`config.mk`:
```
export PLATFORM = sky130hd
export DESIGN_NAME = approx_seq_mult
export DESIGN_NICKNAME = d
export VERILOG_FILES = /design/src/rtl/approx_seq_mult.sv
export SDC_FILE = /design/constraint.sdc
export NUM_CORES = 1
export LEC_CHECK = 0
export ABC_AREA = 1
export BUFFER_PORTS_ARGS = -buffer_cell sky130_fd_sc_hd__buf_2
export CORE_MARGIN = 4
export CORE_UTILIZATION = 45
export CTS_BUF_LIST = sky130_fd_sc_hd__clkbuf_8
export CTS_CLUSTER_SIZE = 30
export DETAILED_ROUTE_END_ITERATION = 10
export GPL_TIMING_DRIVEN = 0
export PLACE_DENSITY_LB_ADDON = 0.2
export SYNTH_ARGS = -nofsm -noshare
export SYNTH_HDL_FRONTEND = slang
export SYNTH_SLANG_ARGS = --single-unit
```
`constraint.sdc`:
```
create_clock -name clk -period 18.04 [get_ports clk]
set_input_delay 0.902 -clock clk [delete_from_list [all_inputs] [get_ports clk]]
set_output_delay 0.902 -clock clk [all_outputs]
set_load 0.005 [all_outputs]
```
`src/rtl/approx_seq_mult.sv`:
```
// Iterative shift-add unsigned multiplier (WIDTH x WIDTH -> 2*WIDTH) whose accumulator
// adder runs the low k columns on the approximate cell and the rest on exact full adders.
module approx_seq_mult #(
  parameter int unsigned WIDTH = 8,
  parameter int unsigned KW    = $clog2(2*WIDTH+1)
) (
  input  logic               clk,
  input  logic               rst_n,
  input  logic               in_valid,
  output logic               in_ready,
  input  logic [WIDTH-1:0]   in_a,
  input  logic [WIDTH-1:0]   in_b,
  input  logic [KW-1:0]      approx_k,
  output logic               out_valid,
  input  logic               out_ready,
  output logic [2*WIDTH-1:0] out_p,
  output logic [KW-1:0]      out_k
);

  localparam int unsigned PW = 2 * WIDTH;
  localparam int unsigned CW = $clog2(WIDTH + 1);
  localparam logic [KW-1:0] KMAX  = KW'(PW);
  localparam logic [CW-1:0] STEPS = CW'(WIDTH);

  typedef enum logic [1:0] {IDLE, BUSY, DONE} state_t;

  state_t          state;
  logic [PW-1:0]   acc;
  logic [PW-1:0]   a_sh;
  logic [WIDTH-1:0] b_sh;
  logic [KW-1:0]   k_q;
  logic [CW-1:0]   step;

  logic [PW-1:0]   sum;
  logic            c;

  // Hybrid ripple adder: approximate cell below column k_q, exact above; top carry dropped.
  always_comb begin
    sum = '0;
    c   = 1'b0;
    for (int j = 0; j < PW; j++) begin
      if (KW'(j) < k_q) begin
        sum[j] = ~c;
        c      = c & (acc[j] | a_sh[j]);
      end else begin
        sum[j] = acc[j] ^ a_sh[j] ^ c;
        c      = (acc[j] & a_sh[j]) | (c & (acc[j] ^ a_sh[j]));
      end
    end
  end

  // Control FSM and datapath registers.
  always_ff @(posedge clk or negedge rst_n) begin
    if (!rst_n) begin
      state     <= IDLE;
      in_ready  <= 1'b1;
      out_valid <= 1'b0;
      out_p     <= '0;
      out_k     <= '0;
      acc       <= '0;
      a_sh      <= '0;
      b_sh      <= '0;
      k_q       <= '0;
      step      <= '0;
    end else begin
      case (state)
        IDLE: begin
          if (in_valid && in_ready) begin
            state    <= BUSY;
            in_ready <= 1'b0;
            a_sh     <= PW'(in_a);
            b_sh     <= in_b;
            k_q      <= (approx_k > KMAX) ? KMAX : approx_k;
            acc      <= '0;
            step     <= '0;
          end
        end
        BUSY: begin
          if (step == STEPS) begin
            state     <= DONE;
            out_p     <= acc;
            out_k     <= k_q;
            out_valid <= 1'b1;
          end else begin
            if (b_sh[0]) acc <= sum;
            a_sh <= a_sh << 1;
            b_sh <= b_sh >> 1;
            step <= step + CW'(1);
          end
        end
        DONE: begin
          if (out_ready) begin
            state     <= IDLE;
            out_valid <= 1'b0;
            in_ready  <= 1'b1;
          end
        end
        default: begin
          state     <= IDLE;
          in_ready  <= 1'b1;
          out_valid <= 1'b0;
        end
      endcase
    end
  end

endmodule

```
==> results list, run 1 <==
- Run status: finished, final reports clean
* DRC violation count after routing: 0
- Clock sink total: 74
- Max Transition Viols Final: 0
* Unrepaired setup endpoints after global routing: no
- Final Cell Area: 4530 um2
- Synthesis produced a netlist whose cell count is 421.
- Total routing resource utilization after global routing: 0.187
* Max-cap check violation count: 0
- End point of the most critical hold path: acc[7]$_DFFE_PN0P_
* Worst vdd ir: 0.0819 mV
- Endpoint of the worst register-to-register path: acc[15]$_DFFE_PN0P_
- Share of final-layout standard cells stronger than drive strength 1: 0.289
* Antenna violations before repair: 0
- Sequential area share after synthesis: 0.468
- Summing all placed instances gives a cell area of 4360 um2.
* Clock root buffer master: clkbuf_8
- The number of gates resized after CTS was 0.
- The H-tree generated during clock tree synthesis spans 3 levels.
* Hold buffer count at CTS: 0
* Data required time at the worst endpoint: 18.28 ns
* Hold Path Depth: 2
* Signed area change from the synthesized netlist to the final layout: 14.3%
* Routed vias: 2932
* Dpl hpwl: 6580 um
- Starting density of the core: 0.473
* Maximum number of pins on one net before global-route repair: 47
* Initial DRT Pass Iterations: 4
- Highest Clock Rate: 105 MHz
- Power per cell area: 173 nW/um2
- For this design the static power due to leakage is 2.24 nW.
* Starting DRC count in detailed routing: 141
* Buffer depth of the longest clock path: 2
- Cell row count: 33
- Number of fill cells in the layout: 790
* Vert. Die Dim: 102 um
- After clock tree synthesis, the clock-pin slew on the worst setup and hold paths is 0.07 ns.
- Measured against its own limit, the worst slew margin works out to 0.684.
- Crit-path most repeated cell: fa_1
* Number of setup violations in the final report: 0
- The detail route stage leaves a number of antenna-violating nets equal to 0.
- After synthesis the cells add up to 3960 um2.
- Along the worst path, the maximum fanout reaches 8.
- Synth Net Count: 463
- The number of different library cells used by synthesis comes to 35.
* CP Capture Type: flop
- In this run the most critical hold path is launched from acc[7]$_DFFE_PN0P_.
* Tcrit/Tclk final: 0.528
* Element type at the critical path start: flop
- In this run the tool buffered the top-level ports with 47 buffer cells.
- Dividing the detail-routed wire length by the instance count gives 15.0 um.
* Data arrival time of the critical path: 9.76 ns
- Logic depth of the worst register-to-register path: 41
- At the pin with the least slew margin, the transition time is 0.472 ns.
* Type of the worst setup path: flop to flop
- In this run the mean area of a mapped cell was 9.41 um2.
- On the final layout, the worst clock skew is 0.00492 ns.
- The path class of the tightest hold or removal check is flop to flop.
* Total gr overflow: 0
- Total wire length: 8810 um
- Startpoint of the worst register-to-register path: k_q[4]$_DFFE_PN0P_
- The first global-routing pass estimated 14900 um of wire.
* Setup slack of the worst register-to-register path: 8.52 ns
* Register bit count reported by yosys: 74
* Total setup buffers inserted after CTS: 0
* Commonest cells after routing, fill and taps aside: nand2_1, dfrtp_1, inv_1
- Most common cell after layout, fill and taps aside: nand2_1
* Largest stage delay on the critical path: 0.45 ns
* Clock buffer count from CTS: 9
- Via density per instance: 4.98
* Synth warnings: 0
* Antenna Cells: 0
- Final period demand of the worst path: 9.52 ns
* Clock latency reported for the late side of the worst-skew pair: 0.35 ns
* Area of the core: 8380 um2
- CP max-delay cell: dfrtp_1
- Die area: 10400 um2
- Number of global-route vias before repair: 3024
* CTS tree: built
- The final layout contains 522 nets.
* Die Wd: 102 um
* Boundary Pins: 48
- The number of endpoints with negative hold slack in the final report was 0.
- In the final timing run, aggregate negative setup slack is 0 ns.
- At the end of routability-driven placement, the weighted congestion stood at 0.852.
## how the worst max path moves through the flow
stage | start | endpoint | slack (ns)
floorplan | k_q[4]$_DFFE_PN0P_ | acc[14]$_DFFE_PN0P_ | 9.32
global placement | k_q[4]$_DFFE_PN0P_ | acc[14]$_DFFE_PN0P_ | 8.68
detailed placement | k_q[4]$_DFFE_PN0P_ | acc[15]$_DFFE_PN0P_ | 8.49
CTS | k_q[4]$_DFFE_PN0P_ | acc[15]$_DFFE_PN0P_ | 8.47
global route | k_q[4]$_DFFE_PN0P_ | acc[15]$_DFFE_PN0P_ | 8.05
finish | k_q[4]$_DFFE_PN0P_ | acc[15]$_DFFE_PN0P_ | 8.52
## metal layers
layer | up-vias | track usage | wire length (um)
li1 | 1451 | - | -
met1 | 1401 | 0.254 | 4040
met2 | 71 | 0.307 | 4270
met3 | 9 | 0.0423 | 419
met4 | 0 | 0.0454 | 85
met5 | - | 0 | 0
## sequential cells by signal (all words and copies together) (netlist names), 2 cells and up
name	cells
a_sh	16
acc	16
b_sh	8
k_q	5
out_k	5
out_p	16
state	2
step	4
## area by class of cell
class | count | area [um2] | area share
clock inverter | 4 | 18.8 | 0.00414
sequential | 74 | 1850 | 0.409
timing repair buffer | 48 | 265 | 0.0586
inverter | 66 | 253 | 0.0558
clock buffer | 11 | 151 | 0.0334
multi-input combinational | 265 | 1710 | 0.377
tap | 105 | 131 | 0.0290
buffer | 16 | 151 | 0.0334
## metrics by stage
step,power [mW],utilization,cells,setup slack [ns],hold WS (ns)
after floorplan,0.560,-,421,9.32,0.442
after global placement,0.657,0.516,573,8.68,0.454
after detailed placement,0.675,0.520,574,8.49,0.459
after CTS,0.793,0.540,589,8.47,0.477
after global routing,0.859,0.540,589,8.05,0.489
final,0.782,0.540,589,8.52,0.472
## where the power goes
part           internal (mW)  switching, mW  total, mW  leakage (nW)
registers              0.240         0.0395      0.280         0.931
logic                  0.144          0.244      0.388          1.21
clock network         0.0555         0.0588      0.114        0.0961
## kinds of logic (layout without fill, tap and decap cells)
family	count (synthesis)	in the layout	synth area share
adders and majority gates	17	17	0.0802
and+or+nand+nor	164	164	0.188
DFF	74	74	0.468
buffers and inverters	82	145	0.102
AOI/OAI and AO/OA	84	84	0.163
## cell usage after synthesis
cell	n	share of area
buf_4	2	0.0038
nand2_1	114	0.11
dfrtp_1	73	0.46
nand2_8	1	0.0051
dfstp_2	1	0.0066
o211ai_1	14	0.027
o21ai_2	40	0.088
nand3_2	5	0.013
a22oi_2	1	0.0032
or2_1	1	0.0016
nand3b_1	2	0.0038
o22ai_1	2	0.0032
clkinv_1	1	0.00095
o21ai_0	13	0.016
buf_8	1	0.0038
or2_2	6	0.0095
ha_1	3	0.0095
nor3_1	1	0.0013
o21ai_1	6	0.0076
nand3_1	20	0.025
o21a_1	1	0.0019
o21ai_4	1	0.0041
o21bai_1	1	0.0019
inv_6	1	0.0022
inv_2	2	0.0019
buf_2	4	0.0051
nand3_4	1	0.0044
a21oi_1	3	0.0038
a21oi_4	1	0.0041
nor2_1	11	0.010
fa_1	14	0.071
nand2_4	2	0.0057
a31oi_1	1	0.0016
buf_6	9	0.026
inv_1	62	0.059
## worst max-delay path, delay by kind of cell, from the launching register on
| kind | cells | cell delay [ns] |
|---|---|---|
| AND/OR/NAND/NOR | 19 | 3.14 |
| buffers and inverters | 8 | 0.69 |
| adder cells (fa/ha/maj) | 14 | 5.13 |
| flip-flops | 1 | 0.45 |
Note: power is estimated with default switching activity, not from simulation.
==> run 2: changes to the inputs <==
ABC_AREA = 0   (was 1)
clock period = 9.3 ns   (was 18.04 ns; I/O delays follow)
==> results list, run 2 <==
- The largest voltage drop on the vdd net came to 0.0641 mV (-22%).
- The final number of max-transition violations came to 0 (unchanged).
* Via density per instance: 5.28 (+6.1%)
* Slew @ Worst Pin: 0.909 ns (+0.436 ns)
* Antenna Cells: 0 (unchanged)
- Synth Net Count: 365 (-21%)
- The critical path data required time came to 9.53 ns (-8.75 ns).
* Worst slew slack as a fraction of its limit: 0.393 (-0.291)
- Vert. Die Dim: 99.9 um (-1.9%)
- The global-route wire length before repair was 13700 um (-8.4%).
- The minimum setup slack after placement came to -0.581 ns (-9.07 ns).
- The clock sink count was 74 (unchanged).
* Total routing resource utilization after global routing: 0.176 (-0.0108)
- Wire per inst: 16.3 um (+8.8%)
* Share of total power in combinational logic: 0.026 (-0.470)
- The via count of the routed design is 2610 (-11%).
- The final standard cell count with taps included and fillers excluded was 494 (-16%).
- The largest registers in the layout are a_sh (16), acc (16), out_p (16).
- The most critical setup path has its endpoint at acc[15]$_DFFE_PN0P_.
* Number of nets at the end of the flow: 426 (-18%)
* Dpl hpwl: 5760 um (-12%)
- Maximum fanout along the worst path: 5 (-3)
* Starting DRC count in detailed routing: 166 (+18%)
- The area growth from synthesis to layout is 19.5%.
- Setup slack of the worst register-to-register path: 0.05 ns (-8.47 ns)
* CTS tree: built
- The power per cell area was 135 nW/um2 (-22%).
- The mapped cell area is 3800 um2 (-4.0%).
- Clk_skew: 0.00651 ns (+0.00159 ns)
- CP max-delay cell: or4_1
- Number of setup violations in the final report: 0 (unchanged)
- Count of flip-flops with a built-in enable after synthesis: 0 (unchanged)
- Detail Route Antenna Nets: 0 (unchanged)
- The number of global-route vias before repair was 2712 (-10%).
- Sorting the synthesized cells by area gives the leading types as dfrtp_1, mux2_2, fa_1.
* Element type at the critical path start: flop
- The aggregate negative setup slack was 0 ns (unchanged).
- Total power after layout: 0.612 mW (-22%)
- The share of layout cells above drive strength 1 came to 0.396 (+0.107).
- dfrtp_1 takes more of the synthesized area than any other cell.
* Global placement routability congestion: 0.836 (-1.9%)
- Startpoint of the worst register-to-register path: k_q[4]$_DFFE_PN0P_
* Type of the worst setup path: flop to flop
- The sequential-to-total area share from yosys stat came to 0.487 (+0.0197).
- Clock latency reported for the late side of the worst-skew pair: 0.34 ns (about the same)
* Buffer depth of the longest clock path: 2 (unchanged)
* Crit-path most repeated cell: fa_2
* Placed instance count: 476 (-17%)
* Netlist cell types: 48 (+37%)
- CP Capture Type: flop
- Number of instances in the synthesized netlist: 323 (-23%)
- The endpoint identified for the worst register-to-register timing path is acc[15]$_DFFE_PN0P_.
* Top-area cell type share of the netlist area: 0.480 (+0.0194)
* HP Class: input port to asynchronous set/reset pin
- The initial core utilization came to 0.463 (-0.00999).
- Clk network pwr share: 0.449 (+0.303)
- Area of the core: 8220 um2 (-2.0%)
- Clock buffer count from CTS: 9 (unchanged)
- Run status: finished, final reports clean
* Leakage dissipation: 2.26 nW (+0.99%)
* Unrepaired setup endpoints after global routing: yes
- The final period demand of the worst path was 9.25 ns (-0.269 ns).
- The worst hold slack was 0.0655 ns (-0.407 ns).
- H-tree depth: 3 (unchanged)
- The die span in x came to 99.9 um (-1.9%).
* Synth async-reset ratio: 1.00 (unchanged)
- The global route total overflow is 0 (unchanged).
- The number of synthesized register bits came to 74 (unchanged).
- DRC violation count after routing: 0 (unchanged)
- The critical path starts at k_q[4]$_DFFE_PN0P_.
* Commonest cells after routing, fill and taps aside: dfrtp_1, buf_2, inv_1, mux2_2, o21ai_0
- The net switching power is 0.128 mW (-63%).
- The number of endpoints with negative hold slack in the final report is 0 (unchanged).
- Sequential Power Share: 0.525 (+0.167)
- The arrival time at the worst endpoint was 9.48 ns (-0.28 ns).
- Cell-internal power: 0.485 mW (+10%)
- Antenna violations before repair: 0 (unchanged)
* Die area: 9980 um2 (-3.7%)
* Most common cell after layout, fill and taps aside: dfrtp_1
- The number of max-capacitance violations reported is 0 (unchanged).
- The hold buffer count at CTS came to 0 (unchanged).
* Initial DRT Pass Iterations: 5 (+1)
- Logic depth of the worst register-to-register path: 34 (-17%)
* Maximum number of pins on one net before global-route repair: 41 (-13%)
- Boundary Pins: 48 (unchanged)
- The final worst setup slack came to 0.0503 ns (-8.47 ns).
* Total wire length: 8040 um (-8.8%)
- Synth warnings: 0 (unchanged)
- The number of buffer cells added on primary ports is 47 (unchanged).
- Highest Clock Rate: 108 MHz (+2.9%)
- Clock root buffer master: clkbuf_8
* Tcrit/Tclk final: 0.995 (+0.467)
* Most common library cells after synthesis: dfrtp_1, inv_1, mux2_2, o21ai_0
* Largest stage delay on the critical path: 0.51 ns (+0.06 ns)
- The switching share of power came to 0.208 (-0.230).
- Cell row count: 33 (unchanged)
* Library cell with the highest instance count after synthesis: dfrtp_1
* Avg Synthesized Cell Area: 11.8 um2 (+25%)
* Predominant post-synthesis flop cell: dfrtp_1
* Clock transition time at the flip-flop clock pins of the worst setup and hold paths: 0.07 ns (about the same)
[run 2: cells by family (layout without fill, tap and decap cells)]
group / Yosys count / after routing / share of synthesized area
compound gates: 55 / 55 / 0.103
simple gates: 69 / 69 / 0.107
fa+ha+maj: 17 / 17 / 0.0836
flops: 74 / 74 / 0.487
buf+inv: 57 / 123 / 0.0714
xor+xnor: 1 / 1 / 0.00230
mux: 50 / 50 / 0.145
[run 2: final cells by class]
type	count	area [um2]
multi-input cells	192	1780
fillers	724	3670
inverters	38	148
clock buffers	10	138
repair buffers	51	280
flip-flops and latches	74	1850
plain buffers	18	130
clock inverters	6	80.1
well taps	105	131
[run 2: how the worst min path moves through the flow]
stage          slack, ns               endpoint  cells after the start             startpoint
6_report            0.07   out_p[7]$_DFFE_PN0P_                      1                  rst_n
5_1_grt             0.09    a_sh[1]$_DFFE_PN0P_                      1                  rst_n
4_1_cts             0.08   out_k[0]$_DFFE_PN0P_                      1                  rst_n
3_5_place_dp        0.45   out_p[7]$_DFFE_PN0P_                      1                  rst_n
3_3_place_gp        0.49  out_valid$_DFFE_PN0P_                      1  out_valid$_DFFE_PN0P_
2_1_floorplan       0.17    a_sh[0]$_DFFE_PN0P_                      0                  rst_n
[run 2: routing by layer]
layer | vias up | part of all wire | global-route usage
li1 | 1245 | - | -
met1 | 1317 | 0.47 | 0.236
met3 | 10 | 0.032 | 0.0354
met2 | 38 | 0.48 | 0.287
met4 | 0 | 0.016 | 0.0599
met5 | - | 0 | 0
[run 2: what timing repair did]
item	in CTS	in global routing
setup endpoints to repair	2	2
pin swaps	2	4
gates resized for setup	22	7
buffers inserted	3	0
[run 2: per-stage QoR]
| step | instance area (um2) | utilization |
|---|---|---|
| 3_3_place_gp | 4190 | 0.510 |
| 6_report | 4540 | 0.553 |
| 4_1_cts | 4530 | 0.551 |
| 5_1_grt | 4540 | 0.553 |
| 3_5_place_dp | 4210 | 0.512 |
| 2_1_floorplan | 3820 | - |
[run 2: critical path: cells and delay by family (launching register included)]
family	cells	cell delay [ns]
DFF	1	0.45
AOI/OAI and AO/OA	2	0.36
adders and majority gates	14	4.80
buffers and inverters	2	0.12
and+or+nand+nor	16	3.44
[run 2: power groups by stage]
stage	Combinational [mW]	Sequential, mW	Clock [mW]
final	0.0160	0.322	0.275
after global placement	0.0155	0.328	0
after global routing	0.0187	0.321	0.299
after CTS	0.0169	0.321	0.282
after detailed placement	0.0168	0.328	0
after floorplan	0.00321	0.328	0
